**src/rtl/accel_pkg.sv**
```systemverilog
// Shared constants for the accelerometer sample buffer: register map,
// CTRL/STATUS/CLEAR bit positions, averager state encoding and a small
// absolute-difference helper used by the motion detector.
package accel_pkg;

  // Register word addresses
  localparam logic [2:0] ADDR_STATUS  = 3'd0;
  localparam logic [2:0] ADDR_CTRL    = 3'd1;
  localparam logic [2:0] ADDR_DATA_XY = 3'd2;
  localparam logic [2:0] ADDR_DATA_Z  = 3'd3;
  localparam logic [2:0] ADDR_THRESH  = 3'd4;
  localparam logic [2:0] ADDR_CLEAR   = 3'd5;

  // CTRL bit positions
  localparam int CTRL_ENABLE_BIT = 0;
  localparam int CTRL_AVG_EN_BIT = 1;
  localparam int CTRL_IRQ_EN_BIT = 2;
  localparam int CTRL_W          = 3;

  // STATUS bit positions
  localparam int STATUS_EMPTY_BIT    = 0;
  localparam int STATUS_OVERFLOW_BIT = 1;
  localparam int STATUS_MOTION_BIT   = 2;
  localparam int STATUS_COUNT_LSB    = 8;
  localparam int STATUS_COUNT_W      = 8;

  // CLEAR bit positions
  localparam int CLEAR_OVERFLOW_BIT = 0;
  localparam int CLEAR_MOTION_BIT   = 1;

  // Datapath widths
  localparam int SAMPLE_W = 16;
  localparam int ACC_W    = 19;
  localparam int ENTRY_W  = 3 * SAMPLE_W;

  // Averager states
  typedef enum logic {
    AVG_ACCUM = 1'b0,
    AVG_PUSH  = 1'b1
  } avg_state_e;

  // |a - b| for two signed 16-bit samples; the 17-bit result cannot overflow.
  function automatic logic [16:0] abs_diff17(input logic [15:0] a, input logic [15:0] b);
    logic [16:0] d;
    d = {a[15], a} - {b[15], b};
    return d[16] ? (~d + 17'd1) : d;
  endfunction

endpackage

```
**src/rtl/sync_fifo.sv**
```systemverilog
// Single-clock FIFO with a combinational head view. Pointers wrap modulo
// DEPTH (power of two); a push while full is accepted only when a pop
// frees a slot in the same cycle.
module sync_fifo #(
  parameter int WIDTH = 48,
  parameter int DEPTH = 16,
  localparam int AW   = $clog2(DEPTH),
  localparam int CW   = AW + 1
) (
  input  logic             clk,
  input  logic             reset_n,
  input  logic             push,
  input  logic             pop,
  input  logic [WIDTH-1:0] wdata,
  output logic [WIDTH-1:0] rdata,
  output logic             full,
  output logic             empty,
  output logic [CW-1:0]    count
);

  logic [WIDTH-1:0] mem [DEPTH];
  logic [AW-1:0]    wr_ptr_q, wr_ptr_d;
  logic [AW-1:0]    rd_ptr_q, rd_ptr_d;
  logic [CW-1:0]    count_q, count_d;
  logic             push_ok, pop_ok;

  // Decide which of push/pop take effect and advance pointers and count.
  always_comb begin
    pop_ok   = pop && (count_q != '0);
    push_ok  = push && ((count_q != CW'(DEPTH)) || pop_ok);
    wr_ptr_d = wr_ptr_q;
    rd_ptr_d = rd_ptr_q;
    count_d  = count_q;
    if (push_ok) begin
      wr_ptr_d = wr_ptr_q + 1'b1;
    end
    if (pop_ok) begin
      rd_ptr_d = rd_ptr_q + 1'b1;
    end
    case ({push_ok, pop_ok})
      2'b10:   count_d = count_q + 1'b1;
      2'b01:   count_d = count_q - 1'b1;
      default: count_d = count_q;
    endcase
  end

  // Storage array; no reset so it maps onto RAM.
  always_ff @(posedge clk) begin
    if (push_ok) begin
      mem[wr_ptr_q] <= wdata;
    end
  end

  // Pointer and occupancy registers.
  always_ff @(posedge clk or negedge reset_n) begin
    if (!reset_n) begin
      wr_ptr_q <= '0;
      rd_ptr_q <= '0;
      count_q  <= '0;
    end else begin
      wr_ptr_q <= wr_ptr_d;
      rd_ptr_q <= rd_ptr_d;
      count_q  <= count_d;
    end
  end

  assign rdata = mem[rd_ptr_q];
  assign full  = (count_q == CW'(DEPTH));
  assign empty = (count_q == '0);
  assign count = count_q;

endmodule

```
**src/rtl/accel_sample_buffer.sv**
```systemverilog
// Accelerometer sample buffer: optional 2^AVG_LOG2 boxcar averaging of
// incoming x/y/z samples, a FIFO of {x,y,z} entries, motion detection
// between consecutive entries, and a small register interface with a
// level interrupt.
module accel_sample_buffer
  import accel_pkg::*;
#(
  parameter int          DEPTH      = 16,
  parameter int          AVG_LOG2   = 2,
  parameter logic [15:0] THRESH_RST = 16'd2000
) (
  input  logic        clk,
  input  logic        reset_n,
  input  logic        in_valid,
  input  logic [15:0] in_x,
  input  logic [15:0] in_y,
  input  logic [15:0] in_z,
  input  logic [2:0]  avs_address,
  input  logic        avs_read,
  input  logic        avs_write,
  input  logic [31:0] avs_writedata,
  output logic [31:0] avs_readdata,
  output logic        irq
);

  localparam int         CW      = $clog2(DEPTH) + 1;
  localparam logic [3:0] WIN_LEN = 4'(1 << AVG_LOG2);

  // ---------------------------------------------------------------- state
  avg_state_e               state_q, state_d;
  logic [3:0]               win_cnt_q, win_cnt_d;
  logic signed [ACC_W-1:0]  acc_x_q, acc_x_d;
  logic signed [ACC_W-1:0]  acc_y_q, acc_y_d;
  logic signed [ACC_W-1:0]  acc_z_q, acc_z_d;

  logic [CTRL_W-1:0]        ctrl_q, ctrl_d;
  logic [15:0]              thresh_q, thresh_d;
  logic                     overflow_q, overflow_d;
  logic                     motion_q, motion_d;
  logic [31:0]              readdata_q, readdata_d;
  logic                     irq_q, irq_d;

  logic                     prev_valid_q, prev_valid_d;
  logic [15:0]              prev_x_q, prev_x_d;
  logic [15:0]              prev_y_q, prev_y_d;
  logic [15:0]              prev_z_q, prev_z_d;

  // ---------------------------------------------------------------- wiring
  logic                     enable, avg_en, irq_en;
  logic [3:0]               win_target;
  logic signed [ACC_W-1:0]  ext_x, ext_y, ext_z;
  logic signed [ACC_W-1:0]  avg_x, avg_y, avg_z;
  logic [15:0]              ent_x, ent_y, ent_z;
  logic                     push_req;
  logic                     fifo_pop, fifo_full, fifo_empty;
  logic [ENTRY_W-1:0]       fifo_wdata, fifo_rdata;
  logic [CW-1:0]            fifo_count;
  logic                     motion_hit, overflow_set;
  logic                     rd_hit, wr_hit;

  assign enable     = ctrl_q[CTRL_ENABLE_BIT];
  assign avg_en     = ctrl_q[CTRL_AVG_EN_BIT];
  assign irq_en     = ctrl_q[CTRL_IRQ_EN_BIT];
  assign win_target = avg_en ? WIN_LEN : 4'd1;

  assign ext_x = {{(ACC_W-SAMPLE_W){in_x[15]}}, in_x};
  assign ext_y = {{(ACC_W-SAMPLE_W){in_y[15]}}, in_y};
  assign ext_z = {{(ACC_W-SAMPLE_W){in_z[15]}}, in_z};

  // Arithmetic shift truncates toward minus infinity, matching sum>>>AVG_LOG2.
  assign avg_x = acc_x_q >>> AVG_LOG2;
  assign avg_y = acc_y_q >>> AVG_LOG2;
  assign avg_z = acc_z_q >>> AVG_LOG2;

  // In pass-through the window is one sample, so the accumulator holds it as-is.
  assign ent_x = avg_en ? avg_x[15:0] : acc_x_q[15:0];
  assign ent_y = avg_en ? avg_y[15:0] : acc_y_q[15:0];
  assign ent_z = avg_en ? avg_z[15:0] : acc_z_q[15:0];

  assign push_req   = (state_q == AVG_PUSH) && enable;
  assign fifo_wdata = {ent_x, ent_y, ent_z};

  assign rd_hit   = avs_read;
  assign wr_hit   = avs_write;
  assign fifo_pop = rd_hit && (avs_address == ADDR_DATA_Z) && !fifo_empty;

  // Upper write-data bits and shifted-out accumulator MSBs carry no meaning.
  logic unused_bits;
  assign unused_bits = ^{avs_writedata[31:16], avg_x[ACC_W-1:16],
                         avg_y[ACC_W-1:16], avg_z[ACC_W-1:16]};

  sync_fifo #(
    .WIDTH (ENTRY_W),
    .DEPTH (DEPTH)
  ) u_fifo (
    .clk     (clk),
    .reset_n (reset_n),
    .push    (push_req),
    .pop     (fifo_pop),
    .wdata   (fifo_wdata),
    .rdata   (fifo_rdata),
    .full    (fifo_full),
    .empty   (fifo_empty),
    .count   (fifo_count)
  );

  // Averager FSM: accumulate a window, then spend one cycle pushing it.
  always_comb begin
    state_d   = state_q;
    win_cnt_d = win_cnt_q;
    acc_x_d   = acc_x_q;
    acc_y_d   = acc_y_q;
    acc_z_d   = acc_z_q;
    if (!enable) begin
      state_d   = AVG_ACCUM;
      win_cnt_d = '0;
      acc_x_d   = '0;
      acc_y_d   = '0;
      acc_z_d   = '0;
    end else begin
      case (state_q)
        AVG_ACCUM: begin
          if (in_valid) begin
            acc_x_d   = acc_x_q + ext_x;
            acc_y_d   = acc_y_q + ext_y;
            acc_z_d   = acc_z_q + ext_z;
            win_cnt_d = win_cnt_q + 4'd1;
            if (win_cnt_q + 4'd1 >= win_target) begin
              win_cnt_d = '0;
              state_d   = AVG_PUSH;
            end
          end
        end
        AVG_PUSH: begin
          // Entry leaves this cycle; a sample arriving now opens the next window.
          acc_x_d   = '0;
          acc_y_d   = '0;
          acc_z_d   = '0;
          win_cnt_d = '0;
          state_d   = AVG_ACCUM;
          if (in_valid) begin
            acc_x_d   = ext_x;
            acc_y_d   = ext_y;
            acc_z_d   = ext_z;
            win_cnt_d = 4'd1;
            if (win_target == 4'd1) begin
              win_cnt_d = '0;
              state_d   = AVG_PUSH;
            end
          end
        end
        default: state_d = AVG_ACCUM;
      endcase
    end
  end

  // Motion detector: compare each pushed entry with the previous one.
  always_comb begin
    prev_valid_d = prev_valid_q;
    prev_x_d     = prev_x_q;
    prev_y_d     = prev_y_q;
    prev_z_d     = prev_z_q;
    motion_hit   = 1'b0;
    if (!enable) begin
      prev_valid_d = 1'b0;
    end else if (push_req) begin
      if (prev_valid_q) begin
        motion_hit = (abs_diff17(ent_x, prev_x_q) > {1'b0, thresh_q}) ||
                     (abs_diff17(ent_y, prev_y_q) > {1'b0, thresh_q}) ||
                     (abs_diff17(ent_z, prev_z_q) > {1'b0, thresh_q});
      end
      prev_valid_d = 1'b1;
      prev_x_d     = ent_x;
      prev_y_d     = ent_y;
      prev_z_d     = ent_z;
    end
  end

  // Register file: writes, sticky flags (set beats clear), read mux, irq.
  always_comb begin
    ctrl_d       = ctrl_q;
    thresh_d     = thresh_q;
    overflow_d   = overflow_q;
    motion_d     = motion_q;
    readdata_d   = readdata_q;
    overflow_set = push_req && fifo_full && !fifo_pop;

    if (wr_hit) begin
      case (avs_address)
        ADDR_CTRL:   ctrl_d   = avs_writedata[CTRL_W-1:0];
        ADDR_THRESH: thresh_d = avs_writedata[15:0];
        ADDR_CLEAR: begin
          if (avs_writedata[CLEAR_OVERFLOW_BIT]) overflow_d = 1'b0;
          if (avs_writedata[CLEAR_MOTION_BIT])   motion_d   = 1'b0;
        end
        default: ;
      endcase
    end
    if (overflow_set) overflow_d = 1'b1;
    if (motion_hit)   motion_d   = 1'b1;

    if (rd_hit) begin
      readdata_d = '0;
      case (avs_address)
        ADDR_STATUS: begin
          readdata_d[STATUS_COUNT_LSB +: STATUS_COUNT_W] = STATUS_COUNT_W'(fifo_count);
          readdata_d[STATUS_MOTION_BIT]   = motion_q;
          readdata_d[STATUS_OVERFLOW_BIT] = overflow_q;
          readdata_d[STATUS_EMPTY_BIT]    = fifo_empty;
        end
        ADDR_CTRL:    readdata_d[CTRL_W-1:0] = ctrl_q;
        ADDR_DATA_XY: if (!fifo_empty) readdata_d = fifo_rdata[ENTRY_W-1:SAMPLE_W];
        ADDR_DATA_Z:  if (!fifo_empty) readdata_d[15:0] = fifo_rdata[SAMPLE_W-1:0];
        ADDR_THRESH:  readdata_d[15:0] = thresh_q;
        default:      readdata_d = '0;
      endcase
    end

    irq_d = irq_en && (motion_q || overflow_q || (fifo_count >= CW'(DEPTH / 2)));
  end

  // State registers, all cleared by the asynchronous reset.
  always_ff @(posedge clk or negedge reset_n) begin
    if (!reset_n) begin
      state_q      <= AVG_ACCUM;
      win_cnt_q    <= '0;
      acc_x_q      <= '0;
      acc_y_q      <= '0;
      acc_z_q      <= '0;
      ctrl_q       <= '0;
      thresh_q     <= THRESH_RST;
      overflow_q   <= 1'b0;
      motion_q     <= 1'b0;
      readdata_q   <= '0;
      irq_q        <= 1'b0;
      prev_valid_q <= 1'b0;
      prev_x_q     <= '0;
      prev_y_q     <= '0;
      prev_z_q     <= '0;
    end else begin
      state_q      <= state_d;
      win_cnt_q    <= win_cnt_d;
      acc_x_q      <= acc_x_d;
      acc_y_q      <= acc_y_d;
      acc_z_q      <= acc_z_d;
      ctrl_q       <= ctrl_d;
      thresh_q     <= thresh_d;
      overflow_q   <= overflow_d;
      motion_q     <= motion_d;
      readdata_q   <= readdata_d;
      irq_q        <= irq_d;
      prev_valid_q <= prev_valid_d;
      prev_x_q     <= prev_x_d;
      prev_y_q     <= prev_y_d;
      prev_z_q     <= prev_z_d;
    end
  end

  assign avs_readdata = readdata_q;
  assign irq          = irq_q;

endmodule

```
**config.mk**
```make
export PLATFORM = sky130hd
export DESIGN_NAME = accel_sample_buffer
export DESIGN_NICKNAME = d
export VERILOG_FILES = /design/src/rtl/accel_pkg.sv /design/src/rtl/sync_fifo.sv /design/src/rtl/accel_sample_buffer.sv
export SDC_FILE = /design/constraint.sdc
export NUM_CORES = 1
export LEC_CHECK = 0
export ABC_AREA = 1
export CAP_MARGIN = 20
export CORE_AREA = 2 2 254 318
export CTS_BUF_LIST = sky130_fd_sc_hd__clkbuf_4
export CTS_CLUSTER_DIAMETER = 120
export CTS_CLUSTER_SIZE = 12
export DETAILED_ROUTE_END_ITERATION = 7
export DIE_AREA = 0 0 256 320
export HOLD_SLACK_MARGIN = 0.12
export PLACE_DENSITY = 0.78
export SKIP_LAST_GASP = 1
export SLEW_MARGIN = 20
export SYNTH_ARGS = -nofsm -noshare
export SYNTH_HDL_FRONTEND = slang
export SYNTH_SLANG_ARGS = --single-unit
```
**constraint.sdc**
```tcl
create_clock -name clk -period 4.45 [get_ports clk]
set_input_delay 0.89 -clock clk [delete_from_list [all_inputs] [get_ports clk]]
set_output_delay 0.89 -clock clk [all_outputs]
set_load 0.02 [all_outputs]
```
==> summary.md, run 1 <==
| Metric | Value |
|---|---|
| CP endpoint kind | `flip-flop` |
| GR Overflow Total | `0` |
| DR pass1 iterations | `7` |
| Met1 Use GR | `0.366` |
| Yosys top cell area share | `0.509` |
| Post-synthesis sequential area ratio | `0.606` |
| Finished Layout Cells | `about 5.7k` |
| Via count | `34.6k` |
| Die ar. | `81900 sq um` |
| Clk_lat worst skew | `~0.95 ns` |
| Slew Limit Fails | `0` |
| DR vias/cell | `approximately 6.1` |
| Leakage | `roughly 19 nW` |
| RSZ-0062 raised after global routing | `true` |
| # port buffers | `~100` |
| Synthesis-to-finish area growth | `10.4%` |
| Clk buf depth | `3` |
| Flop2flop setup slack | `between 0.02 and 0.03 ns` |
| Cells after Synth | `between 4k and 5k` |
| Setup WS post-layout | `~0.030 ns` |
| Clock skew | `0.0668 ns` |
| Hold Fails Final Rpt | `0` |
| Synth warnings | `0` |
| WS Path Type | `reg -> reg` |
| Max incr delay on CP | `roughly 0.52 ns` |
| Crit path max fanout | `5` |
| Slew HR | `0.267` |
| Starting Density | `0.576` |
| Seq cells post-synth | `943` |
| WP data required | `between 5 and 6 ns` |
| Reg2Reg Depth | `34` |
| Global routing usage on met2 | `0.508` |
| Place WS | `between 0.1 and 0.15 ns` |
| Asr flop ratio synth | `0.186` |
| Final setup fails | `0` |
| RD Place Congestion | `0.966` |
| H-tree levels | `3` |
| HP Class | `reg -> reg` |
| Layout net count | `roughly 4.8k` |
| Post-DP HPWL | `77.4 mm` |
| Worst Hold End | `avs_readdata[12]` |
| Clock sinks | `943` |
| FP Rows | `~120` |
| Minimum clock period | `4.42 ns` |
| DRT iter0 DRCs | `about 3.6k` |
| Crit share post-route | `0.993` |
| EDFF count, synth | `about 770` |
| Total core area | `78700 sq um` |
| Pwr/cell area | `between 600 and 700 nW/um^2` |
| Vias in the first global route | `about 33k` |
| Met3 Usage GRT | `0.0392` |
| Actual slew at the worst max-slew pin | `roughly 1.1 ns` |
| Syn Std Cell Area | `roughly 45000 sq um` |
| FMAX | `between 200 and 250 MHz` |
| Synth area leader | `edfxtp_1` |
| Data arrival, critical path | `between 5 and 6 ns` |
| CP max stage cell | `dfrtp_2` |
| Initial antenna violation count | `3` |
| Core Util, Final | `0.635` |
| GRT busiest layer | `met2` |
| Detail Route Antenna Nets | `0` |
| Worst hold path cell count | `2` |
| Hold Crit Start | `avs_readdata[12]` |
| Die height | `320 microns` |
| Largest net degree at the start of global routing | `between 150 and 200` |
| DRT Wirelength | `around 120 mm` |
| Delay-heaviest family, CP | `simple AND/OR/NAND/NOR gates` |
| Syn_area_per_cell | `10.3 sq um` |
| Die Wd | `about 260 microns` |
| WL/cell | `around 22 microns` |
| Cell variety after synth | `56` |
| Placed cell count | `between 5k and 6k` |
| Commonest cells after routing, fill and taps aside | `768 x edfxtp_1, 639 x nand2_1, 596 x o21ai_0, 568 x nor2_1, 304 x inv_1` |
| First-pass GRT wire length | `186 mm` |
| WP buf/inv | `8` |
| CTS tree | `yes` |
| Status | `completed` |
| IO Count | `between 100 and 150` |
| Final Instance Area | `between 50000 and 60000 sq um` |
| # fillers | `6049` |
| Hold WS | `between 0.4 and 0.5 ns` |
| Commonest non-fill, non-tap cell in the layout | `edfxtp_1` |
| Post-synthesis net count | `between 4k and 5k` |
| Area after DPL | `slightly below 50000 sq um` |
| Main synth FF type | `edfxtp_1` |
| Share of cells above drive strength 1 | `0.107` |
| Worst VDD drop | `0.000401 V` |
| GR Util All Layers | `0.296` |
| Worst Setup Start Kind | `flip-flop` |
| Reg2reg start | `ctrl_q[1]` |
| Cts bufs inserted | `a little under 90` |
| Synth area leaders | `edfxtp_1 51%, dfrtp_1 9.3%, o21ai_0 7.1%, nand2_1 5.4%, nor2_1 4.9%` |
| CTS clk-pin slew, worst paths | `between 0.1 and 0.15 ns` |
| Crit path top cell by count | `nand2_1` |
| Root buf cell | `clkbuf_4` |
| Remaining DRCs | `0` |
| Critical R2R Capture | `motion_q` |
| Max-cap violations | `0` |
==> timing repair <==
action	in CTS	in global routing
hold endpoints to repair	79	0
gates resized for setup	0	108
endpoints found under the setup margin	0	1
setup buffers	0	16
hold buffers	1	0
==> registers in the layout, summed over array words and instances (netlist names) <==
register,flops
acc_x_q,18
acc_y_q,18
acc_z_q,18
avs_readdata,32
ctrl_q,3
irq,1
motion_q,1
overflow_q,1
prev_valid_q,1
prev_x_q,16
prev_y_q,16
prev_z_q,16
state_q,1
thresh_q,16
u_fifo.count,5
u_fifo.mem,768
u_fifo.rd_ptr_q,4
u_fifo.wr_ptr_q,4
win_cnt_q,4
==> tightest hold or removal path, cell delays in order, from the launching register on <==
cell	delay [ns]
dfrtp_1	0.37
nand2_1	0.05
nand2_1	0.05
==> kinds of logic after synthesis <==
| kind of cell | Yosys count | synth area share |
|---|---|---|
| fa+ha+maj | 168 | 0.0475 |
| flops | 943 | 0.606 |
| compound gates | 1136 | 0.145 |
| simple gates | 1514 | 0.137 |
| xor+xnor | 86 | 0.0174 |
| buf+inv | 545 | 0.0470 |
==> worst max path at each step <==
stage / slack (ns) / start / cells past startpoint / end
floorplan: 0.05 / ctrl_q[1] / 30 / motion_q
global placement: 0.13 / ctrl_q[1] / 28 / motion_q
detailed placement: 0.13 / ctrl_q[1] / 32 / motion_q
CTS: 0.09 / ctrl_q[1] / 32 / motion_q
global route: -0.18 / ctrl_q[1] / 34 / motion_q
finish: 0.03 / ctrl_q[1] / 34 / motion_q
==> cell type report <==
cell class / count / area (sq um) / area share
Antenna cell: 3 / 7.51 / 0.000150
Clock buffer: 150 / 1130 / 0.0225
Clock inverter: 3 / 41.3 / 0.000826
Inverter: 328 / 1250 / 0.0250
Multi-Input combinational cell: 2904 / 16200 / 0.325
Sequential cell: 943 / 27500 / 0.549
Tap cell: 1053 / 1320 / 0.0263
Timing Repair Buffer: 276 / 2570 / 0.0514
==> power breakdown <==
part	total [mW]	internal [mW]	leakage, nW	switching (mW)
Clock	4.27	1.56	0.709	2.71
Sequential	10.7	10.3	9.36	0.429
Combinational	17.1	6.03	9.26	11.1
==> routing by layer <==
layer	share of wire	vias up
li1	-	15894
met5	0.000098	-
met1	0.37	16586
met4	0.054	2
met2	0.49	1760
met3	0.091	393
==> Yosys cell counts (all sizes together), types with 5 or more instances <==
library cell    n
nor2          605
o21ai         658
nand2         661
inv           325
fa              7
xnor2          20
xor2           66
a32o           11
nor4            6
clkbuf        151
buf            66
or2             8
a31oi           5
o211ai         58
a21oi         172
nand3         175
nand3b         17
dfstp           6
ha            161
o221ai        124
o21bai          5
edfxtp        768
dfrtp         169
nand4          26
a22o            5
o31ai           6
nor3           12
o22ai          71
a21o            7
==> per-stage QoR <==
stage,power (mW),TNS (ns)
floorplan,22.4,0
global placement,26.6,0
detailed placement,27.0,0
CTS,31.2,0
global route,34.5,-0.177
finish,32.1,0
No activity file was read; power rests on OpenSTA's default activity.
==> run 2, diff against run 1 <==
RECOVER_POWER = 50   (was default)
==> summary.md, run 2 (same netlist as run 1, synthesis figures left out) <==
| Metric | Value |
|---|---|
| Status | `complete, but fails checks` |
| Failing checks | `capacitance limit, slew limit` |
| WL/cell | `~22 microns` |
| Max-cap violations | `1` |
| Commonest cells after routing, fill and taps aside | `768 x edfxtp_1, 639 x nand2_1, 596 x o21ai_0, 568 x nor2_1, 304 x inv_1` |
| Delay-heaviest family, CP | `simple AND/OR/NAND/NOR gates` |
| Slew HR | `-0.798` |
| CP endpoint kind | `flip-flop` |
| Remaining DRCs | `0` |
| WP data required | `5.36 ns` |
| Crit path top cell by count | `nand2_1` |
| Die Wd | `approximately 260 microns` |
| CTS clk-pin slew, worst paths | `0.15 ns` |
| Core Util, Final | `0.635` |
| First-pass GRT wire length | `186 mm` |
| HP Class | `reg -> reg` |
| Worst Setup Start Kind | `flip-flop` |
| H-tree levels | `3` |
| Place WS | `~0.13 ns` |
| Die height | `320 microns` |
| GR Util All Layers | `0.296` |
| Data arrival, critical path | `~5.3 ns` |
| Actual slew at the worst max-slew pin | `~2.7 ns` |
| WS Path Type | `reg -> reg` |
| Detail Route Antenna Nets | `0` |
| Initial antenna violation count | `3` |
| Cts bufs inserted | `88` |
| DR vias/cell | `a little over 6` |
| Clock sinks | `about 940` |
| # port buffers | `~100` |
| Max incr delay on CP | `between 0.5 and 0.6 ns` |
| Synthesis-to-finish area growth | `10.3%` |
| Final setup fails | `0` |
| Pwr/cell area | `roughly 640 nW/um^2` |
| Crit path max fanout | `5` |
| Crit share post-route | `0.992` |
| Worst VDD drop | `0.000402 V` |
| Clk buf depth | `3` |
| Minimum clock period | `about 4.4 ns` |
| Commonest non-fill, non-tap cell in the layout | `edfxtp_1` |
| Post-DP HPWL | `about 77 mm` |
| RD Place Congestion | `approximately 0.97` |
| FP Rows | `approximately 120` |
| DR pass1 iterations | `7` |
| IO Count | `around 120` |
| DRT iter0 DRCs | `about 3.6k` |
| FMAX | `approximately 230 MHz` |
| Vias in the first global route | `about 33k` |
| Slew Limit Fails | `between 80 and 90` |
| Largest net degree at the start of global routing | `~190` |
| DRT Wirelength | `around 120 mm` |
| CTS tree | `yes` |
| Largest Register | `u_fifo.mem` |
| Die ar. | `81900 sq um` |
| Layout net count | `~4.8k` |
| CP max stage cell | `dfrtp_2` |
| GR Overflow Total | `0` |
| WP buf/inv | `8` |
| Hold Fails Final Rpt | `0` |
| Clk_lat worst skew | `between 0.9 and 1 ns` |
| Share of cells above drive strength 1 | `0.107` |
| Leakage | `19.3 nW` |
| Number of flip-flops in the largest register | `about 770` |
| Starting Density | `0.576` |
| Via count | `around 35k` |
| Total core area | `78700 sq um` |
| Root buf cell | `clkbuf_4` |
| Clock skew | `a little under 0.07 ns` |
| Setup WS post-layout | `around 0.034 ns` |
| RSZ-0062 raised after global routing | `true` |
-- run 2: area by class of cell --
cell class | count | area, sq um
multi-input combinational | 2904 | 16200
sequential | 943 | 27500
fill | 6049 | 28700
timing repair buffer | 276 | 2560
clock inverter | 3 | 41.3
tap | 1053 | 1320
inverter | 328 | 1250
clock buffer | 150 | 1130
antenna | 3 | 7.51
-- run 2: timing repair --
item / in CTS / in global routing
resized for setup: 0 / 108
setup buffers: 0 / 16
hold endpoints to repair: 79 / 0
hold buffers: 1 / 0
setup endpoints to repair: 0 / 1
-- run 2: power breakdown --
group | switching, mW | internal, mW | total (mW)
clock | 2.72 | 1.56 | 4.28
combinational | 11.1 | 6.03 | 17.1
sequential | 0.429 | 10.3 | 10.7
-- run 2: path summary, 6_finish.rpt --
kind	from	end	slack, ns	cells after the start
hold reg to reg	avs_readdata[12]	avs_readdata[12]	0.50	2
max in group asynchronous	reset_n	u_fifo.rd_ptr_q[2]	1.25	2
hold / removal	avs_readdata[12]	avs_readdata[12]	0.50	2
min in group asynchronous	reset_n	acc_z_q[13]	1.27	2
setup / recovery	ctrl_q[1]	motion_q	0.03	34
setup reg to reg	ctrl_q[1]	motion_q	0.03	34
-- run 2: through the flow --
step	hold slack [ns]	TNS [ns]	power, mW	instance area, sq um	cells
floorplan	0.453	0	22.4	45300	4392
global placement	0.468	0	26.6	48300	5487
detailed placement	0.471	0	27.0	48300	5487
CTS	0.451	0	31.2	49500	5641
global route	0.519	-0.177	34.5	50000	5660
finish	0.497	0	32.1	50000	5660
-- run 2: tightest hold or removal path: stages, from the launching register on --
cell	delay [ns]
dfrtp_1	0.37
nand2_1	0.05
nand2_1	0.05
-- run 2: per-layer routing --
metal  vias to the layer above  track usage  part of all wire
met2                      1768        0.508              0.49
met3                       396       0.0392             0.090
met5                         -            0          0.000098
met1                     16584        0.366              0.37
li1                      15892            -                 -
met4                         2        0.153             0.055
